[src/rtl/seg_pkg.sv]
// Shared constants and types for the scrolling message controller.
package seg_pkg;

    localparam logic [7:0] CHAR_BLANK = 8'h20;
    localparam int unsigned MSG_DEPTH = 16;

    typedef enum logic [0:0] {
        StIdle,
        StRun
    } state_e;

    // Clock cycles per scroll step; callers must keep the result >= 2.
    function automatic int unsigned step_cnt(input int unsigned clk_freq,
                                             input int unsigned step_ms);
        return clk_freq / 1000 * step_ms;
    endfunction

endpackage

[src/rtl/seg_step_timer.sv]
// Enable-gated modulo-STEP_CNT counter; tick marks the last cycle of each step.
module seg_step_timer #(
    parameter int unsigned STEP_CNT = 4
) (
    input  logic clk,
    input  logic rst_n,
    input  logic en,
    output logic tick
);

    localparam int unsigned CW = $clog2(STEP_CNT);

    logic [CW-1:0] cnt_q;

    assign tick = en && (cnt_q == CW'(STEP_CNT - 1));

    // Held clear while disabled, so every enable rise starts a full step.
    always_ff @(posedge clk or negedge rst_n) begin
        if (!rst_n) begin
            cnt_q <= '0;
        end else if (!en || tick) begin
            cnt_q <= '0;
        end else begin
            cnt_q <= cnt_q + 1'b1;
        end
    end

endmodule

[src/rtl/seg_scroll_ctrl.sv]
// Message buffer plus right-to-left scroll scheduler feeding the 4-digit display driver.
module seg_scroll_ctrl
    import seg_pkg::*;
#(
    parameter int unsigned CLK_FREQ = 50_000_000,
    parameter int unsigned STEP_MS  = 250
) (
    input  logic        clk,
    input  logic        rst_n,
    input  logic        wr_en,
    input  logic [3:0]  wr_addr,
    input  logic [7:0]  wr_data,
    input  logic        wr_dot,
    input  logic [4:0]  len,
    input  logic        start,
    input  logic        loop,
    input  logic        stop,
    output logic        busy,
    output logic        done,
    output logic [31:0] data_out,
    output logic [3:0]  dot_out
);

    localparam int unsigned STEP_CNT = step_cnt(CLK_FREQ, STEP_MS);

    state_e      state_q, state_d;
    logic [4:0]  step_q, step_d;
    logic [4:0]  len_q, len_d;
    logic        loop_q, loop_d;
    logic        done_q, done_d;
    logic [31:0] data_q, data_d;
    logic [3:0]  dot_q, dot_d;
    logic [8:0]  mem_q [MSG_DEPTH];
    logic [4:0]  len_clamp;
    logic signed [5:0] idx;
    logic        tick;

    seg_step_timer #(
        .STEP_CNT (STEP_CNT)
    ) u_timer (
        .clk   (clk),
        .rst_n (rst_n),
        .en    (state_q == StRun),
        .tick  (tick)
    );

    assign len_clamp = (len > 5'(MSG_DEPTH)) ? 5'(MSG_DEPTH) : len;

    always_ff @(posedge clk or negedge rst_n) begin
        if (!rst_n) begin
            for (int i = 0; i < MSG_DEPTH; i++) begin
                mem_q[i] <= {1'b0, CHAR_BLANK};
            end
        end else if (wr_en && state_q == StIdle) begin
            mem_q[wr_addr] <= {wr_dot, wr_data};
        end
    end

    always_comb begin
        state_d = state_q;
        step_d  = step_q;
        len_d   = len_q;
        loop_d  = loop_q;
        done_d  = 1'b0;
        case (state_q)
            StIdle: begin
                if (start && len != 5'd0) begin
                    state_d = StRun;
                    step_d  = 5'd0;
                    len_d   = len_clamp;
                    loop_d  = loop;
                end
            end
            StRun: begin
                // stop takes priority over a tick landing in the same cycle
                if (stop) begin
                    state_d = StIdle;
                end else if (tick) begin
                    if (step_q == len_q + 5'd3) begin
                        done_d = 1'b1;
                        if (loop_q) begin
                            step_d = 5'd0;
                        end else begin
                            state_d = StIdle;
                        end
                    end else begin
                        step_d = step_q + 5'd1;
                    end
                end
            end
            default: state_d = StIdle;
        endcase
    end

    // Outputs are built from next state so they line up with busy and the step change.
    always_comb begin
        data_d = {4{CHAR_BLANK}};
        dot_d  = 4'b0000;
        idx    = 6'sd0;
        if (state_d == StRun) begin
            for (int k = 0; k < 4; k++) begin
                idx = $signed({1'b0, step_d}) - $signed(6'(k));
                if (idx >= 6'sd0 && idx < $signed({1'b0, len_d})) begin
                    data_d[k*8 +: 8] = mem_q[idx[3:0]][7:0];
                    dot_d[k]         = mem_q[idx[3:0]][8];
                end
            end
        end
    end

    always_ff @(posedge clk or negedge rst_n) begin
        if (!rst_n) begin
            state_q <= StIdle;
            step_q  <= 5'd0;
            len_q   <= 5'd0;
            loop_q  <= 1'b0;
            done_q  <= 1'b0;
            data_q  <= {4{CHAR_BLANK}};
            dot_q   <= 4'b0000;
        end else begin
            state_q <= state_d;
            step_q  <= step_d;
            len_q   <= len_d;
            loop_q  <= loop_d;
            done_q  <= done_d;
            data_q  <= data_d;
            dot_q   <= dot_d;
        end
    end

    assign busy     = (state_q == StRun);
    assign done     = done_q;
    assign data_out = data_q;
    assign dot_out  = dot_q;

endmodule

[config.mk]
export PLATFORM = sky130hd
export DESIGN_NAME = seg_scroll_ctrl
export DESIGN_NICKNAME = d
export VERILOG_FILES = /design/src/rtl/seg_pkg.sv /design/src/rtl/seg_step_timer.sv /design/src/rtl/seg_scroll_ctrl.sv
export SDC_FILE = /design/constraint.sdc
export NUM_CORES = 1
export LEC_CHECK = 0
export BUFFER_PORTS_ARGS = -buffer_cell sky130_fd_sc_hd__buf_2
export CORE_MARGIN = 5
export CORE_UTILIZATION = 54
export CTS_BUF_LIST = sky130_fd_sc_hd__clkbuf_16
export CTS_CLUSTER_DIAMETER = 120
export CTS_CLUSTER_SIZE = 20
export DETAILED_ROUTE_END_ITERATION = 8
export GPL_ROUTABILITY_DRIVEN = 0
export PLACE_DENSITY = 0.71
export SLEW_MARGIN = 20
export SYNTH_ARGS = -nofsm -noshare
export SYNTH_HDL_FRONTEND = slang
export SYNTH_SLANG_ARGS = --single-unit
export TNS_END_PERCENT = 10
[constraint.sdc]
create_clock -name clk -period 11.2 [get_ports clk]
set_clock_uncertainty 0.2 [all_clocks]
set_input_delay 1.12 -clock clk [delete_from_list [all_inputs] [get_ports clk]]
set_output_delay 1.12 -clock clk [all_outputs]
set_load 0.03 [all_outputs]
Word level (Yosys, flattened, before mapping)
Cells that the tools add are included.
W data, S select, Z words.
- register bits after elaboration: 217
- input bits: 24
- output and inout bits: 38
- word-level logic and storage cells: 110
- add/subtract/negate cells: 6
- $lt $le $gt $ge: 15
- eq/ne operators: 2
- mux-type cells: 45
- bitwise operators: 6
- reduce and logical (&&, ||, !) cells: 12
- operators by type and width (operator ; count):
    $bmux W9 S4 ; 4
    $bwmux W144 ; 1
    $mux W9 ; 9
    $mux W5 ; 8
    $demux W9 S4 ; 1
    $mux W32 ; 1
    $mux W8 ; 4
    $ge A5 B5 Y1 const B ; 5
    $not A4 Y5 ; 5
    $add A24 B1 Y24 const B ; 1
    $eq A24 B24 Y1 const B ; 1
    $mux W24 ; 1
    $ge A6 B1 Y1 const B ; 3
    $lt A6 B6 Y1 ; 3
    $mux W1 ; 13
    $sub A5 B2 Y6 const B ; 2
    $pmux W5 S2 ; 1
    $logic_and A1 B1 Y1 ; 8
    $sub A5 B1 Y6 const B ; 1
    $add A5 B1 Y5 const B ; 1
    $add A5 B2 Y5 const B ; 1
    $eq A5 B5 Y1 ; 1
    $ge A5 B1 Y1 const B ; 1
    $gt A5 B5 Y1 const B ; 1
    other kinds (9) ; 9

Depth between registers and ports, before layout
Gate-level depths: netlist of the first run.
- word-level depth: 13
- mapped depth: 21
- gate-level depth less buffers: 16

Cells and area by module
Synthesis of the first run repeated with hierarchy kept, for this count alone.
- cells, all modules: 1183
- area total of the unflattened synthesis: 13964.6 um^2
- by module, submodules not included (module ; instances ; cells each ; area each (um^2) ; sequential area each (um^2)):
    seg_scroll_ctrl ; 1 ; 1046 ; 12662.1 ; 4854.7
    seg_step_timer ; 1 ; 137 ; 1302.5 ; 600.6

Worst setup path before layout of the first run
No wires, ideal clock.
- kind: input to register
- start point: input port len[3]
- end point: register data_q[31], in the netlist data_out[31]
- data arrival time: 5080 ps
- setup slack: 5846 ps
- stages on the path: 14
- path buffers: 6
- path through: or4_1 -> o211ai_1 -> and3_4 -> nor2_4 -> buf_4 -> buf_4 -> buf_4 -> buf_2 -> ha_1 -> buf_1 -> clkbuf_1 -> mux2_2 -> mux4_2 -> nor2_1
- longest elaborated chain between the ends: 11
- elaborated cells on any way between the ends: 20
- those cells by class: 1 x add/sub; 3 x order compare; 12 x mux; 1 x bitwise; 3 x reduce/logical
- ends and longest elaborated chain (element ; RTL line ; source):
    start: declaration ; seg_scroll_ctrl.sv:14 ; input logic [4:0] len,
    $reduce_bool A5 Y1 ; seg_scroll_ctrl.sv:67 ; if (start && len != 5'd0) begin
    $logic_and A1 B1 Y1 ; seg_scroll_ctrl.sv:67 ;
    $mux W5 ; seg_scroll_ctrl.sv:67 ;
    $pmux W5 S2 ; seg_scroll_ctrl.sv:65 ; case (state_q)
    $sub A5 B2 Y6 ; seg_scroll_ctrl.sv:102 ; idx = $signed({1'b0, step_d}) - $signed(6'(k));
    $not A4 Y5 (not written as such) ; seg_scroll_ctrl.sv:104 ; data_d[k*8 +: 8] = mem_q[idx[3:0]][7:0];
    $bmux W9 S4 ; seg_scroll_ctrl.sv:104 ;
    $mux W9 (2 in a row) ; - ;
    $mux W8 ; seg_scroll_ctrl.sv:103 ; if (idx >= 6'sd0 && idx < $signed({1'b0, len_d})) begin
    $mux W32 * ; seg_scroll_ctrl.sv:100 ; if (state_d == StRun) begin
    via data_d[31] ; seg_scroll_ctrl.sv:31 ; logic [31:0] data_q, data_d;
    end signal: assignment ; seg_scroll_ctrl.sv:118 ; data_q <= {4{CHAR_BLANK}};
    end signal: assignment ; seg_scroll_ctrl.sv:126 ; data_q <= data_d;
    end: declaration ; seg_scroll_ctrl.sv:31 ;
The timed path passes the listed nets; every way through them passes the cells marked *. The select of a mux whose other input is x is not followed.
A chain may end at the register's enable or synchronous reset.

Worst setup path in the final report of the first run
- start point: register u_timer.cnt_q[0]
- end point: register data_q[29], in the netlist data_out[29]
- longest elaborated chain between the ends: 12
- elaborated cells on any way between the ends: 18
- those cells by class: 1 x add/sub; 2 x order compare; 1 x eq/ne; 11 x mux; 1 x bitwise; 2 x reduce/logical
- ends and longest elaborated chain (element ; RTL line ; source):
    start: declaration ; seg_step_timer.sv:13 ; logic [CW-1:0] cnt_q;
    start signal: assignment ; seg_step_timer.sv:24 ; cnt_q <= cnt_q + 1'b1;
    $eq A24 B24 Y1 * ; seg_step_timer.sv:15 ; assign tick = en && (cnt_q == CW'(STEP_CNT - 1));
    $logic_and A1 B1 Y1 * ; seg_step_timer.sv:15 ;
    $mux W5 ; seg_scroll_ctrl.sv:78 ; end else if (tick) begin
    $mux W5 ; seg_scroll_ctrl.sv:76 ; if (stop) begin
    $pmux W5 S2 ; seg_scroll_ctrl.sv:65 ;
    $sub A5 B2 Y6 ; seg_scroll_ctrl.sv:102 ;
    $not A4 Y5 (not written as such) ; seg_scroll_ctrl.sv:104 ;
    $bmux W9 S4 ; seg_scroll_ctrl.sv:104 ;
    $mux W9 (2 in a row) ; - ;
    $mux W8 ; seg_scroll_ctrl.sv:103 ;
    $mux W32 * ; seg_scroll_ctrl.sv:100 ;
    via data_d[29] ; seg_scroll_ctrl.sv:31 ;
Marked as above.

==> results of run 1 <==
## flip-flops by register name, summed over array words and instances, names as in the netlist
register	cells
mem_q	144
data_out	32
u_timer.cnt_q	24
len_q	5
step_q	5
dot_out	4
busy	1
done	1
loop_q	1
## where the power goes
| part | internal (mW) | switching [mW] |
|---|---|---|
| registers | 0.958 | 0.165 |
| logic | 0.382 | 0.394 |
| clock network | 0.244 | 0.280 |
| total | 1.58 | 0.839 |
## through the flow
stage	cell area [um2]	hold WS (ns)
2_1_floorplan	13600	0.255
3_3_place_gp	14100	0.270
3_5_place_dp	14100	0.278
4_1_cts	14500	0.290
5_1_grt	14600	0.327
6_report	14600	0.290
## worst register-to-register path, stage by stage, from the launching register on
cell and delay [ns]:
sky130_fd_sc_hd__dfrtp_1 0.39, sky130_fd_sc_hd__ha_1 0.22, sky130_fd_sc_hd__nand4_1 0.19, sky130_fd_sc_hd__nor4_1 0.60, sky130_fd_sc_hd__nand2_2 0.24, sky130_fd_sc_hd__and3_4 0.26
sky130_fd_sc_hd__nor2_4 0.72, sky130_fd_sc_hd__buf_4 0.72, sky130_fd_sc_hd__ha_2 1.08, sky130_fd_sc_hd__ha_1 0.40, sky130_fd_sc_hd__a21o_1 0.16, sky130_fd_sc_hd__a211oi_1 0.26
sky130_fd_sc_hd__o21ai_1 0.45, sky130_fd_sc_hd__or2_1 0.39
## kinds of logic after synthesis
logic type	share of synthesized area, %
xor gates and xnor gates	2.39
adders and majority gates	2.11
buffers and inverters	3.33
muxes	38.8
AOI/OAI and AO/OA	4.06
DFF	40.0
and+or+nand+nor	9.31
## final timing paths
check	end	slack, ns	start
worst max-delay path	data_out[29]$_DFF_PN1_	4.85	u_timer.cnt_q[0]$_DFF_PN0_
worst min-delay path	u_timer.cnt_q[0]$_DFF_PN0_	0.29	u_timer.cnt_q[0]$_DFF_PN0_
worst max register to register	data_out[29]$_DFF_PN1_	4.85	u_timer.cnt_q[0]$_DFF_PN0_
worst min register to register	u_timer.cnt_q[0]$_DFF_PN0_	0.29	u_timer.cnt_q[0]$_DFF_PN0_
max in group asynchronous	data_out[1]$_DFF_PN0_	9.05	rst_n
min in group asynchronous	u_timer.cnt_q[20]$_DFF_PN0_	0.42	rst_n
## layer usage
layer	GRT usage, %	vias up	share of wire, %
met4	8.01	2	3.4
met2	40.5	338	46
li1	-	4268	-
met1	36.7	4880	44
met5	0	-	0.030
met3	4.41	86	6.6
## cell usage after synthesis (13+ instances only)
cell type / n / share of area (%)
sky130_fd_sc_hd__inv_1: 17 / 0.47
sky130_fd_sc_hd__buf_4: 13 / 0.72
sky130_fd_sc_hd__nand2_1: 106 / 2.9
sky130_fd_sc_hd__nor2_1: 36 / 0.99
sky130_fd_sc_hd__and3_1: 13 / 0.60
sky130_fd_sc_hd__xnor2_1: 17 / 1.1
sky130_fd_sc_hd__nor2b_1: 17 / 0.78
sky130_fd_sc_hd__dfrtp_1: 197 / 36
sky130_fd_sc_hd__clkbuf_1: 33 / 0.91
sky130_fd_sc_hd__nand4_1: 16 / 0.73
sky130_fd_sc_hd__ha_1: 23 / 2.1
sky130_fd_sc_hd__mux4_2: 46 / 7.6
sky130_fd_sc_hd__mux2i_1: 243 / 18
sky130_fd_sc_hd__mux2_2: 162 / 13
sky130_fd_sc_hd__dfstp_2: 20 / 3.9
sky130_fd_sc_hd__nand3_1: 34 / 1.2
## area by class of cell
type	count	area share (%)
Multi-Input combinational cell	838	53.3
Sequential cell	217	37.5
Timing Repair Buffer	76	2.94
Tap cell	330	2.84
Clock buffer	15	2.58
Inverter	22	0.584
Clock inverter	9	0.241
Antenna cell	1	0.0172
==> flow_metrics.py, run 1 <==
metrics = {
    "sta": {
        "final_critical_path_setup_slack_ns": 4.85,
        "timing_max_transition_violations_final": 0,
        "layout_min_cycle_time_ns": 6.35,
        "maxSlewHeadroom_pct": 21.9,
        "timing.setup.tns_ns": 0,
        "tightestPinTransition_ns": 1.16,
        "maxClockFrequency_ghz": 0.157,
        "grt_setup_unrepaired": "no",
        "hold_viol_final": 0,
        "period_share_pct": 56.7,
        "finish_stage_setup_viols": 0,
    },
    "clock_tree": {
        "tritoncts.num_buffers": 14,
        "insertion_delay_to_the_later_sink_of_the_worst_skew_pair_ns": 0.50,
        "count_of_hold_buffers_inserted_by_post_cts_repair": 0,
        "clock-root-buffer": "sky130_fd_sc_hd__clkbuf_16",
        "cts_resized": 0,
        "path_clk_slew_ns": 0.09,
        "post_cts.repair.setup_buffers": 0,
        "cts_tree": "built",
        "cts.htree.levels": 1,
        "cts.sink_count": 217,
        "max-clock-path-buffers": 3,
    },
    "yosys": {
        "synthesized_netlist_net_count": 1191,
        "ys_seq_area_share_pct": 40.0,
        "synthCells": 1144,
        "synthFlopType": "sky130_fd_sc_hd__dfrtp_1",
        "post_synth_num_cell_types": 64,
        "ys_ff_latch": 217,
        "async_reset_ff_share_pct": 100,
        "syn_avg_cell_area_um2": 11.9,
        "yosysWarnings": 0,
        "syn_area_um2": 13600,
        "number_of_enable_type_register_cells_in_the_synthesized_netlist": 0,
    },
    "detailed_routing": {
        "route.detailed.drc": 0,
        "drt-initial-drc-count": 888,
        "postRouteAntennaNets": 0,
        "final_wl_um": 36900,
        "vias_per_cell": 6.35,
        "drt_first_pass_iters": 5,
        "wl_per_cell_um": 24.5,
        "route.vias.total": 9574,
    },
    "critical_path": {
        "worst_ep_required_time_ns": 11.43,
        "timing.critical_path.cells": "ha_1, nand4_1, nor4_1, nand2_2, and3_4, nor2_4, buf_4, ha_2, ha_1, a21o_1, a211oi_1, o21ai_1, or2_1",
        "worst-endpoint-arrival_ns": 6.58,
        "critical_path_depth": 13,
        "worst_path_max_delay_cell": "sky130_fd_sc_hd__ha_2",
        "cp_slowest_stage_delay_ns": 1.08,
        "cp_top_family": "simple AND/OR/NAND/NOR gates",
        "cp_max_fo": 45,
        "timing.reg2reg.worst_path_depth": 13,
        "start_kind": "flip-flop",
        "timing.critical_path.buf_inv": 1,
        "crit_type": "reg -> reg",
        "critical-path-top-cell-by-count": "sky130_fd_sc_hd__ha_1",
        "critPathCaptureType": "flip-flop",
    },
    "placement": {
        "i_o_buffers": 61,
        "pre_cts_slack_ns": 4.52,
        "dp_hpwl_um": 23600,
        "post-place-cells": 1483,
    },
    "global_routing": {
        "grt_max_degree": 93,
        "global_route_total_overflow": 0,
        "number_of_antenna_violations_at_the_first_check_in_global_routing": 2,
        "first_global_vias": 9460,
        "grtUsageTotal_pct": 25.8,
        "grt_first_pass_wirelength_um": 57100,
    },
    "final_layout": {
        "layout-area-overhead-vs-synth_pct": 6.74,
        "regArea_um2": 5460,
        "fillers": 2066,
        "layout.cells.most_common_list": "sky130_fd_sc_hd__mux2i_1 (243), sky130_fd_sc_hd__dfrtp_1 (197), sky130_fd_sc_hd__mux2_2 (162)",
        "area_occupied_by_multi_input_gates_um2": 7760,
        "nets": 1216,
        "utilization_pct": 58.1,
        "layout_commonest_cell": "sky130_fd_sc_hd__mux2i_1",
        "drive_gt1_share_pct": 29.3,
        "post_layout_nonfiller_instances": 1508,
    },
    "floorplan": {
        "io_pins": 62,
        "die_area_um2": 28500,
        "std_cell_rows": 58,
        "core_um2": 25000,
        "initial_utilization_pct": 54.5,
        "chipWidth_um": 169,
        "die-height_um": 169,
    },
    "power": {
        "power_leakage_nw": 6.48,
        "power-per-cell-area_nw_per_um2": 166,
        "worst_case_vdd_ir_drop_mv": 0.130,
        "fin_total_pwr_mw": 2.42,
    },
    "hold_path": {
        "hold_path_class": "reg -> reg",
        "worstHoldPathCells": 1,
    },
    "run_status": {
        "status": "complete, no violations",
    },
    "run": {
        "cap_violations": 0,
    },
}
Note: power is estimated with default switching activity, not from simulation.
==> run 2: changes to the inputs <==
--- a/config.mk
+++ b/config.mk
@@ -13,7 +13,7 @@
 export CTS_CLUSTER_SIZE = 20
 export DETAILED_ROUTE_END_ITERATION = 8
 export GPL_ROUTABILITY_DRIVEN = 0
-export PLACE_DENSITY = 0.71
+export PLACE_DENSITY = 0.74
 export SLEW_MARGIN = 20
 export SYNTH_ARGS = -nofsm -noshare
 export SYNTH_HDL_FRONTEND = slang
==> constraint.sdc (replaced) <==
create_clock -name clk -period 5.09 [get_ports clk]
set_clock_uncertainty 0.2 [all_clocks]
set_input_delay 0.509 -clock clk [delete_from_list [all_inputs] [get_ports clk]]
set_output_delay 0.509 -clock clk [all_outputs]
set_load 0.03 [all_outputs]
==> run 2 against run 1 <==
Compared with the run above: design area rose by 0.79%; routed wire length shrank 0.85%; combinational power is 120% higher; non-clock buffer count grew 17; die area is the same; register-to-register slack worse by 4.6 ns; sequential power rose by 120%; critical endpoint is now data_out[20]$_DFF_PN0_; largest power group unchanged.
==> flow_metrics.py, run 2 (synthesis results as in run 1) <==
metrics = {
    "final_layout": {
        "layout.cells.most_common_list": "sky130_fd_sc_hd__mux2i_1 (243), sky130_fd_sc_hd__dfrtp_1 (197), sky130_fd_sc_hd__mux2_2 (162)",
        "layout-area-overhead-vs-synth_pct": 7.59,
        "nets": 1233,
        "num_antenna_cells": 0,
        "largest_register_ff_count": 144,
        "final_instance_area_um2": 14700,
        "layout_commonest_cell": "sky130_fd_sc_hd__mux2i_1",
        "reg_with_most_ffs": "mem_q",
        "drive_gt1_share_pct": 30.3,
        "post_layout_nonfiller_instances": 1520,
        "utilization_pct": 58.6,
    },
    "hold_path": {
        "worst_hold_path_ep": "loop_q$_DFFE_PN0P_",
        "worst_hold_startpoint": "loop",
        "hold_path_class": "in -> reg",
        "worstHoldPathCells": 2,
    },
    "floorplan": {
        "chipWidth_um": 169,
        "initial_utilization_pct": 54.5,
        "die_area_um2": 28500,
        "io_pins": 62,
        "die-height_um": 169,
        "core_um2": 25000,
        "std_cell_rows": 58,
    },
    "placement": {
        "post-place-cells": 1499,
        "dp_hpwl_um": 24100,
        "post_place_instance_area_um2": 14300,
        "pre_cts_slack_ns": 0.396,
        "i_o_buffers": 61,
    },
    "global_routing": {
        "global_route_total_overflow": 0,
        "first_global_vias": 9680,
        "grt_first_pass_wirelength_um": 57000,
        "number_of_antenna_violations_at_the_first_check_in_global_routing": 1,
        "grt_max_degree": 111,
        "grtUsageTotal_pct": 25.6,
    },
    "detailed_routing": {
        "drt_first_pass_iters": 5,
        "route.vias.total": 9698,
        "final_wl_um": 36600,
        "wl_per_cell_um": 24.1,
        "vias_per_cell": 6.38,
        "drt-initial-drc-count": 931,
        "route.detailed.drc": 0,
        "postRouteAntennaNets": 0,
    },
    "critical_path": {
        "start_kind": "flip-flop",
        "worst_path_max_delay_cell": "sky130_fd_sc_hd__xnor2_2",
        "crit_type": "reg -> reg",
        "timing.reg2reg.worst_path_depth": 12,
        "crit-reg2reg-launch": "u_timer.cnt_q[8]$_DFF_PN0_",
        "ff2ff_setup_slack_ns": 0.27,
        "cp_slowest_stage_delay_ns": 0.58,
        "regToRegEndpoint": "data_out[20]$_DFF_PN0_",
        "worst_ep_required_time_ns": 5.30,
        "timing.critical_path.cells": "or4_4, nor4_4, nand2_2, nor3_1, a31o_4, nor2_1, xnor2_2, clkinv_1, ha_1, a211oi_1, o211a_1, and3_1",
        "cp_max_fo": 10,
        "worst-endpoint-arrival_ns": 5.03,
        "critPathCaptureType": "flip-flop",
    },
    "sta": {
        "finish_stage_setup_viols": 0,
        "maxClockFrequency_ghz": 0.208,
        "layout_min_cycle_time_ns": 4.82,
        "tightestPinTransition_ns": 1.01,
        "grt_setup_unrepaired": "no",
        "timing_max_transition_violations_final": 0,
        "period_share_pct": 94.6,
        "timing.setup.tns_ns": 0,
        "worst_hold_slack_ns": 0.0647,
        "final_critical_path_setup_slack_ns": 0.273,
        "maxSlewHeadroom_pct": 32.5,
        "hold_viol_final": 0,
    },
    "power": {
        "p_comb_share_pct": 32.8,
        "p_switching_mw": 1.83,
        "power_report.internal_total_mw": 3.50,
        "seq_power_share_pct": 46.3,
        "power-per-cell-area_nw_per_um2": 363,
        "power_switching_share_pct": 34.3,
        "power_leakage_nw": 6.55,
        "fin_total_pwr_mw": 5.33,
        "power_frac_clock_pct": 20.9,
        "worst_case_vdd_ir_drop_mv": 0.319,
    },
    "clock_tree": {
        "cts.sink_count": 217,
        "tritoncts.num_buffers": 14,
        "cts_resized": 0,
        "clock-root-buffer": "sky130_fd_sc_hd__clkbuf_16",
        "max-clock-path-buffers": 3,
        "cts_tree": "built",
        "post_cts.repair.setup_buffers": 0,
        "path_clk_slew_ns": 0.10,
        "cts.htree.levels": 1,
        "insertion_delay_to_the_later_sink_of_the_worst_skew_pair_ns": 0.49,
        "count_of_hold_buffers_inserted_by_post_cts_repair": 1,
    },
    "run": {
        "cap_violations": 0,
    },
    "run_status": {
        "status": "complete, no violations",
    },
}
==> run 2: cell count changes in the layout (fill, tap and decap cells not counted), sizes merged <==
cell,previous run,this run
buf,76,92
inv,29,25
diode,1,0
dlygate4sd3,0,1
==> run 2: worst max-delay path by stage <==
| stage | startpoint | to | slack [ns] | cells after the start |
|---|---|---|---|---|
| after floorplan | u_timer.cnt_q[7]$_DFF_PN0_ | data_out[23]$_DFF_PN0_ | 0.28 | 18 |
| after global placement | u_timer.cnt_q[7]$_DFF_PN0_ | data_out[21]$_DFF_PN1_ | 0.56 | 12 |
| after detailed placement | u_timer.cnt_q[7]$_DFF_PN0_ | data_out[21]$_DFF_PN1_ | 0.40 | 12 |
| after CTS | u_timer.cnt_q[8]$_DFF_PN0_ | data_out[20]$_DFF_PN0_ | 0.37 | 12 |
| after global routing | u_timer.cnt_q[8]$_DFF_PN0_ | data_out[22]$_DFF_PN0_ | 0.06 | 12 |
| final | u_timer.cnt_q[8]$_DFF_PN0_ | data_out[20]$_DFF_PN0_ | 0.27 | 12 |
==> run 2: power groups by stage <==
stage / sequential (mW) / clock, mW / combinational (mW)
2_1_floorplan: 2.47 / 0 / 1.17
3_3_place_gp: 2.47 / 0 / 1.68
3_5_place_dp: 2.49 / 0 / 1.73
4_1_cts: 2.45 / 1.14 / 1.73
5_1_grt: 2.51 / 1.21 / 1.89
6_report: 2.47 / 1.11 / 1.74
==> run 2: critical path, delay by kind of cell (launching register included) <==
family	cells	cell delay, ns
xor gates and xnor gates	1	0.58
AOI/OAI and AO/OA	3	0.88
and+or+nand+nor	6	1.77
buffers and inverters	1	0.53
adders and majority gates	1	0.34
DFF	1	0.43
==> run 2: routing by layer <==
layer	GRT usage, %	share of wire, %
met5	0.348	0.036
met4	8.68	3.8
met3	3.95	6.8
met2	41.3	47
met1	35.5	43
==> run 2: cell type report <==
cell class              count  area [um2]
fillers                  2047       10400
multi-input cells         838        7750
flip-flops and latches    217        5460
repair buffers             93         571
well taps                 330         413
clock buffers              15         375
inverters                  22        85.1
clock inverters             5        20.0
